<file path="src/rtl/ntt_pkg.sv">
// Shared state encoding, default widths and the bit-reversal helper for the NTT stream loader.
// Build option: NTT_LOADER_BITREV_EN selects bit-reversed write ordering in ntt_stream_loader.
package ntt_pkg;

  localparam int unsigned NTT_DATA_W = 64;
  localparam int unsigned NTT_ADDR_W = 13;

  typedef enum logic [2:0] {
    IDLE  = 3'd0,
    LOAD  = 3'd1,
    START = 3'd2,
    WAIT  = 3'd3,
    DRAIN = 3'd4
  } state_t;

  // Reverses the low log_n bits of idx; bits above log_n come back as zero.
  function automatic logic [15:0] bitrev(input logic [15:0] idx, input int unsigned log_n);
    logic [15:0] r;
    r = '0;
    for (int unsigned i = 0; i < 16; i++) begin
      if (i < log_n) r[4'(i)] = idx[4'(log_n - 1 - i)];
    end
    return r;
  endfunction

endpackage

</file>
<file path="src/rtl/ntt_rd_fifo.sv">
// Read-return FIFO for the loader's drain path; first-word fall-through so a word
// arriving into an empty FIFO is presented on dout in the same cycle.
module ntt_rd_fifo #(
  parameter int unsigned DATA_W = 64,
  parameter int unsigned DEPTH  = 3,
  parameter int unsigned CNT_W  = $clog2(DEPTH + 1)
) (
  input  logic              clk,
  input  logic              rstn,
  input  logic              push,
  input  logic [DATA_W-1:0] din,
  input  logic              pop,
  output logic [DATA_W-1:0] dout,
  output logic              valid,
  output logic [CNT_W-1:0]  count
);

  localparam int unsigned PTR_W = (DEPTH > 1) ? $clog2(DEPTH) : 1;

  logic [DATA_W-1:0] mem [DEPTH];
  logic [PTR_W-1:0]  wr_ptr;
  logic [PTR_W-1:0]  rd_ptr;
  logic              empty;
  logic              store;
  logic              take;

  function automatic logic [PTR_W-1:0] next_ptr(input logic [PTR_W-1:0] p);
    return (32'(p) == DEPTH - 1) ? '0 : p + PTR_W'(1);
  endfunction

  assign empty = (count == '0);
  assign valid = !empty || push;
  assign dout  = empty ? din : mem[rd_ptr];
  assign take  = pop && !empty;
  // A word that arrives into an empty FIFO and is consumed at once never lands in storage.
  assign store = push && !(empty && pop);

  always_ff @(posedge clk or negedge rstn) begin
    if (!rstn) begin
      wr_ptr <= '0;
      rd_ptr <= '0;
      count  <= '0;
    end else begin
      if (store) wr_ptr <= next_ptr(wr_ptr);
      if (take)  rd_ptr <= next_ptr(rd_ptr);
      count <= count + CNT_W'(store) - CNT_W'(take);
    end
  end

  always_ff @(posedge clk) begin
    if (store) mem[wr_ptr] <= din;
  end

endmodule

</file>
<file path="src/rtl/ntt_stream_loader.sv">
// Stream <-> BRAM port-B master for the NTT wrapper: loads a frame, starts the kernel, drains results.
// Build option: NTT_LOADER_BITREV_EN writes the frame in bit-reversed word order.
module ntt_stream_loader
  import ntt_pkg::*;
#(
  parameter int unsigned DATA_W    = NTT_DATA_W,
  parameter int unsigned ADDR_W    = NTT_ADDR_W,
  parameter int unsigned LOG_N     = 10,
  parameter int unsigned BASE_WORD = 0,
  parameter int unsigned RD_LAT    = 1
) (
  input  logic              clk,
  input  logic              rstn,
  input  logic [DATA_W-1:0] s_data,
  input  logic              s_valid,
  input  logic              s_last,
  output logic              s_ready,
  output logic [DATA_W-1:0] m_data,
  output logic              m_valid,
  output logic              m_last,
  input  logic              m_ready,
  output logic              ntt_start,
  input  logic              ntt_done,
  output logic [ADDR_W-1:0] BRAM_addr,
  output logic              BRAM_clk,
  output logic [DATA_W-1:0] BRAM_din,
  input  logic [DATA_W-1:0] BRAM_dout,
  output logic              BRAM_en,
  output logic              BRAM_we,
  output logic              BRAM_rst,
  output logic              busy,
  output logic              err_len
);

  localparam int unsigned CW    = LOG_N + 1;
  localparam int unsigned DEPTH = RD_LAT + 2;
  localparam int unsigned FCW   = $clog2(DEPTH + 1);
  localparam logic [CW-1:0] N_WORDS = CW'(1 << LOG_N);
  localparam logic [CW-1:0] N_LAST  = CW'((1 << LOG_N) - 1);

  state_t              state;
  logic [CW-1:0]       wi;
  logic [CW-1:0]       ri;
  logic [CW-1:0]       ro;
  logic                err_q;
  logic [RD_LAT-1:0]   rd_pipe;

  logic                accept;
  logic                rd_issue;
  logic                credit_ok;
  logic                pop;
  logic                push;
  logic [LOG_N-1:0]    wr_idx;
  logic [LOG_N-1:0]    idx_sel;
  logic [ADDR_W-1:0]   word_addr;
  logic [FCW-1:0]      fifo_count;
  logic [DATA_W-1:0]   fifo_dout;
  logic                fifo_valid;
  int unsigned         in_flight;

`ifdef NTT_LOADER_BITREV_EN
  assign wr_idx = LOG_N'(bitrev(16'(wi[LOG_N-1:0]), LOG_N));
`else
  assign wr_idx = wi[LOG_N-1:0];
`endif

  assign accept    = (state == LOAD) && s_valid;
  assign in_flight = $countones(rd_pipe);
  // Reads are throttled so every outstanding return always has a FIFO slot, whatever m_ready does.
  assign credit_ok = (32'(fifo_count) + in_flight) < DEPTH;
  assign rd_issue  = (state == DRAIN) && (ri != N_WORDS) && credit_ok;
  assign push      = rd_pipe[RD_LAT-1];
  assign pop       = fifo_valid && m_ready;

  assign s_ready   = (state == LOAD);
  assign ntt_start = (state == START);
  assign busy      = (state != IDLE);
  assign err_len   = err_q;

  assign m_valid   = fifo_valid;
  assign m_data    = fifo_valid ? fifo_dout : '0;
  assign m_last    = fifo_valid && (ro == N_LAST);

  assign idx_sel   = accept ? wr_idx : ri[LOG_N-1:0];
  assign word_addr = ADDR_W'(BASE_WORD) + ADDR_W'(idx_sel);
  assign BRAM_en   = accept || rd_issue;
  assign BRAM_we   = accept;
  assign BRAM_din  = accept ? s_data : '0;
  assign BRAM_addr = BRAM_en ? (word_addr << 3) : '0;
  assign BRAM_clk  = clk;
  assign BRAM_rst  = 1'b0;

  ntt_rd_fifo #(
    .DATA_W (DATA_W),
    .DEPTH  (DEPTH),
    .CNT_W  (FCW)
  ) u_rd_fifo (
    .clk   (clk),
    .rstn  (rstn),
    .push  (push),
    .din   (BRAM_dout),
    .pop   (pop),
    .dout  (fifo_dout),
    .valid (fifo_valid),
    .count (fifo_count)
  );

  always_ff @(posedge clk or negedge rstn) begin
    if (!rstn) begin
      rd_pipe <= '0;
    end else begin
      rd_pipe <= (rd_pipe << 1) | RD_LAT'(rd_issue);
    end
  end

  always_ff @(posedge clk or negedge rstn) begin
    if (!rstn) begin
      state <= IDLE;
      wi    <= '0;
      ri    <= '0;
      ro    <= '0;
      err_q <= 1'b0;
    end else begin
      case (state)
        IDLE: state <= LOAD;
        LOAD: begin
          if (accept) begin
            if (wi + CW'(1) == N_WORDS) begin
              state <= START;
              wi    <= '0;
              err_q <= !s_last;
            end else if (s_last) begin
              state <= IDLE;
              wi    <= '0;
              err_q <= 1'b1;
            end else begin
              wi <= wi + CW'(1);
              if (wi == '0) err_q <= 1'b0;
            end
          end
        end
        START: state <= WAIT;
        WAIT: begin
          if (ntt_done) state <= DRAIN;
        end
        DRAIN: begin
          if (rd_issue) ri <= ri + CW'(1);
          if (pop) begin
            if (ro == N_LAST) begin
              state <= IDLE;
              ri    <= '0;
              ro    <= '0;
            end else begin
              ro <= ro + CW'(1);
            end
          end
        end
        default: state <= IDLE;
      endcase
    end
  end

endmodule
</file>
<file path="config.mk">
export PLATFORM = sky130hd
export DESIGN_NAME = ntt_stream_loader
export DESIGN_NICKNAME = d
export VERILOG_FILES = /design/src/rtl/ntt_pkg.sv /design/src/rtl/ntt_rd_fifo.sv /design/src/rtl/ntt_stream_loader.sv
export SDC_FILE = /design/constraint.sdc
export NUM_CORES = 1
export LEC_CHECK = 0
export BUFFER_PORTS_ARGS = -buffer_cell sky130_fd_sc_hd__buf_2
export CORE_AREA = 2 2 121 211
export DETAILED_ROUTE_END_ITERATION = 16
export DIE_AREA = 0 0 123 213
export PLACE_DENSITY = 0.78
export SYNTH_ARGS = -nofsm -noshare
export SYNTH_HDL_FRONTEND = slang
export SYNTH_SLANG_ARGS = --single-unit
</file>
<file path="constraint.sdc">
create_clock -name clk -period 13.4 [get_ports clk]
set_input_delay 0.67 -clock clk [delete_from_list [all_inputs] [get_ports clk]]
set_output_delay 0.67 -clock clk [all_outputs]
set_load 0.01 [all_outputs]
</file>
==> flow_summary.yaml <==
final_layout:
  regArea_um2: 6875
  fill_cells: 2094
  nNetsFinal: 1306
  area_of_the_multi_input_gates_um2: 3689
  area_delta_synth_final_pct: 21.83
  stdcell_count: 1488
  mostFrequentLayoutCells: "280 x sky130_fd_sc_hd__buf_2, 192 x sky130_fd_sc_hd__edfxtp_1, 88 x sky130_fd_sc_hd__nor2_1"
  drive_gt1_frac: 0.2862
  layout.cells.most_common: "sky130_fd_sc_hd__buf_2"
floorplanning:
  initial_utilization: 0.4425
  die_height_um: 213
  rows: 76
  core_region_area_um2: 24530
  x_dimension_of_the_die_um: 123
  die_area_um2: 26200
  io_pins: 285
drt:
  via_count: 8015
  routed_wl_um: 25560
  drt.antenna.violating_nets: 0
  first_iter_violations: 450
  firstDrtPassIters: 5
  via_per_inst: 5.386
  wl_cell_um: 17.18
  drt_drc_violations_left: 0
worst_setup_path:
  timing.critical_path.arrival_ns: 7.07
  critical_path_required_ns: 12.73
  cp-startpoint: "clk"
  worst_r2r_startpoint: "push"
  timing.critical_path.to_type: "output port"
  critical_path_class: "clk2out"
  r2r.worst_path.cells: 4
  critical_r2r_capture: "u_rd_fifo.mem[2][48]"
  worst_path_fanout_max: 2
  worstSetupEndpoint: "BRAM_clk"
  worst_setup_path_start_kind: "clock port"
  r2r_slack_ns: 10.39
cts:
  cts_tree: "done"
  cts_repair_resize_count: 0
  total_setup_buffers_inserted_after_cts: 0
  clkLatencyLatePin_ns: 0.62
  clk_pin_slew_worst_paths_ns: 0.06
  cts_hold_buffers: 0
synthesis:
  synthArstFlopShare: 0.1864
  synth.lib_cells_used.distinct: 55
  synth-main-ff-cell: "sky130_fd_sc_hd__edfxtp_1"
  synth_cells: 911
  synth.yosys.warnings: 0
  synth_enable_flop_cells: 192
  yosys_register_bits: 236
  synth.cell_area_um2: 10860
  synth_sequential_area_ratio: 0.6325
  syn_area_per_cell_um2: 11.92
global_route:
  grt_start_max_net_pins: 129
  grt.overflow.total: 0
  grt_first_pass_wirelength_um: 38930
  grtUsageTotal: 0.1926
  number_of_antenna_violations_at_the_first_check_in_global_routing: 3
  number_of_global_route_vias_before_repair: 7939
timing:
  skew_ns: 0.02367
  final_hold_viol_count: 0
  rsz0062_at_grt: "false"
  maxSlewHeadroom: 0.2357
  post_route_setup_tns_ns: 0
  timing.final.setup_violations: 0
  final-max-slew-violation-count: 0
  worstMarginPinSlew_ns: 1.146
placement:
  finalWeightedCongestion: 0.9676
  place.detailed.instances: 1447
  post-dp-hpwl_um: 16910
  io_buffers: 280
job:
  max_cap_viol_count: 0
pwr:
  p_leak_nw: 5.321
  power_density_nw_per_um2: 163.1
  worst_ir_drop_vdd_uv: 110.8
hold_path:
  hold_class: "in2async"
status:
  outcome: "finished clean"
[cell type report]
type	instances	area share
Sequential cell	236	0.5199
Multi-Input combinational cell	599	0.2789
Timing Repair Buffer	288	0.1107
Inverter	11	0.003122
Clock inverter	13	0.01116
Tap cell	312	0.02952
Clock buffer	27	0.04636
Antenna cell	2	0.0003784
[cell families after synthesis]
group,count (synthesis),share of synthesized area
adders and majority gates,11,0.01268
other,1,0.0003454
DFF,236,0.6325
muxes,65,0.06005
and+or+nand+nor,314,0.1494
xor gates and xnor gates,22,0.01775
buffers and inverters,79,0.03077
AOI/OAI and AO/OA,183,0.09647
[per-stage QoR]
step | utilization | power (mW) | hold WS (ns) | setup slack [ns] | cell area, um2
after floorplan | - | 1.293 | 0.3744 | 5.911 | 10870
after global placement | 0.5081 | 1.529 | 0.4693 | 5.915 | 12460
after CTS | 0.5389 | 2.188 | 0.2328 | 5.650 | 13220
final | 0.5391 | 2.157 | 0.2308 | 5.656 | 13230
after global routing | 0.5391 | 2.292 | 0.2426 | 5.648 | 13230
after detailed placement | 0.5081 | 1.537 | 0.4844 | 5.915 | 12460
[how the worst min path moves through the flow]
stage / from / to / slack [ns] / cells past startpoint
after global placement: err_len / err_len / 0.47 / 1
after detailed placement: err_len / err_len / 0.48 / 1
after CTS: BRAM_dout[61] / u_rd_fifo.mem[2][61] / 0.23 / 1
final: rstn / state[1] / 0.23 / 1
after floorplan: rstn / err_len / 0.37 / 0
after global routing: BRAM_dout[58] / u_rd_fifo.mem[1][58] / 0.24 / 1
[power by group]
group          internal, mW  switching, mW
Sequential            0.806         0.0542
Clock                 0.386          0.264
Combinational         0.255          0.392
Total                  1.45          0.710
[worst max-delay path, stage by stage]
cell and delay, ns:
sky130_fd_sc_hd__clkbuf_16 0.12, sky130_fd_sc_hd__clkbuf_16 0.13, sky130_fd_sc_hd__buf_2 0.13
[per-layer routing]
metal | GRT usage | share of wire
met1 | 0.1957 | 0.36
met2 | 0.3610 | 0.53
met3 | 0.03686 | 0.058
met4 | 0.1054 | 0.052
met5 | 0 | 0
[flip-flops by register name, indices dropped and copies added (netlist names)]
register / count
err_len: 1
u_rd_fifo.rd_ptr: 2
ro: 11
wi: 11
u_rd_fifo.wr_ptr: 2
u_rd_fifo.mem: 192
u_rd_fifo.count: 2
push: 1
ri: 11
state: 3
[Yosys cell counts, types with 2 or more instances]
master,count,share of area
sky130_fd_sc_hd__inv_1,10,0.0035
sky130_fd_sc_hd__nand3_1,77,0.036
sky130_fd_sc_hd__clkbuf_1,50,0.017
sky130_fd_sc_hd__and2_1,69,0.040
sky130_fd_sc_hd__nor4_1,2,0.0012
sky130_fd_sc_hd__nand4_1,9,0.0052
sky130_fd_sc_hd__nor3b_1,5,0.0035
sky130_fd_sc_hd__dfrtp_1,44,0.10
sky130_fd_sc_hd__nor3_1,7,0.0032
sky130_fd_sc_hd__o21ai_0,72,0.033
sky130_fd_sc_hd__ha_1,11,0.013
sky130_fd_sc_hd__or4b_1,2,0.0018
sky130_fd_sc_hd__edfxtp_1,192,0.53
sky130_fd_sc_hd__nand2_1,27,0.0093
sky130_fd_sc_hd__buf_2,9,0.0041
sky130_fd_sc_hd__buf_1,3,0.0010
sky130_fd_sc_hd__xnor2_1,8,0.0065
sky130_fd_sc_hd__a31oi_1,3,0.0017
sky130_fd_sc_hd__buf_4,5,0.0035
sky130_fd_sc_hd__nand2b_1,4,0.0023
sky130_fd_sc_hd__o21ai_1,11,0.0051
sky130_fd_sc_hd__o22ai_1,2,0.0012
sky130_fd_sc_hd__a21o_1,6,0.0041
sky130_fd_sc_hd__a21oi_1,68,0.031
sky130_fd_sc_hd__nor4b_1,3,0.0024
sky130_fd_sc_hd__mux2i_1,64,0.059
sky130_fd_sc_hd__nor2_1,89,0.031
sky130_fd_sc_hd__and3_1,8,0.0046
sky130_fd_sc_hd__xor2_1,14,0.011
sky130_fd_sc_hd__a22o_1,8,0.0065
sky130_fd_sc_hd__or3_1,3,0.0017
sky130_fd_sc_hd__o31ai_1,3,0.0021
No activity file was read; power rests on OpenSTA's default activity.
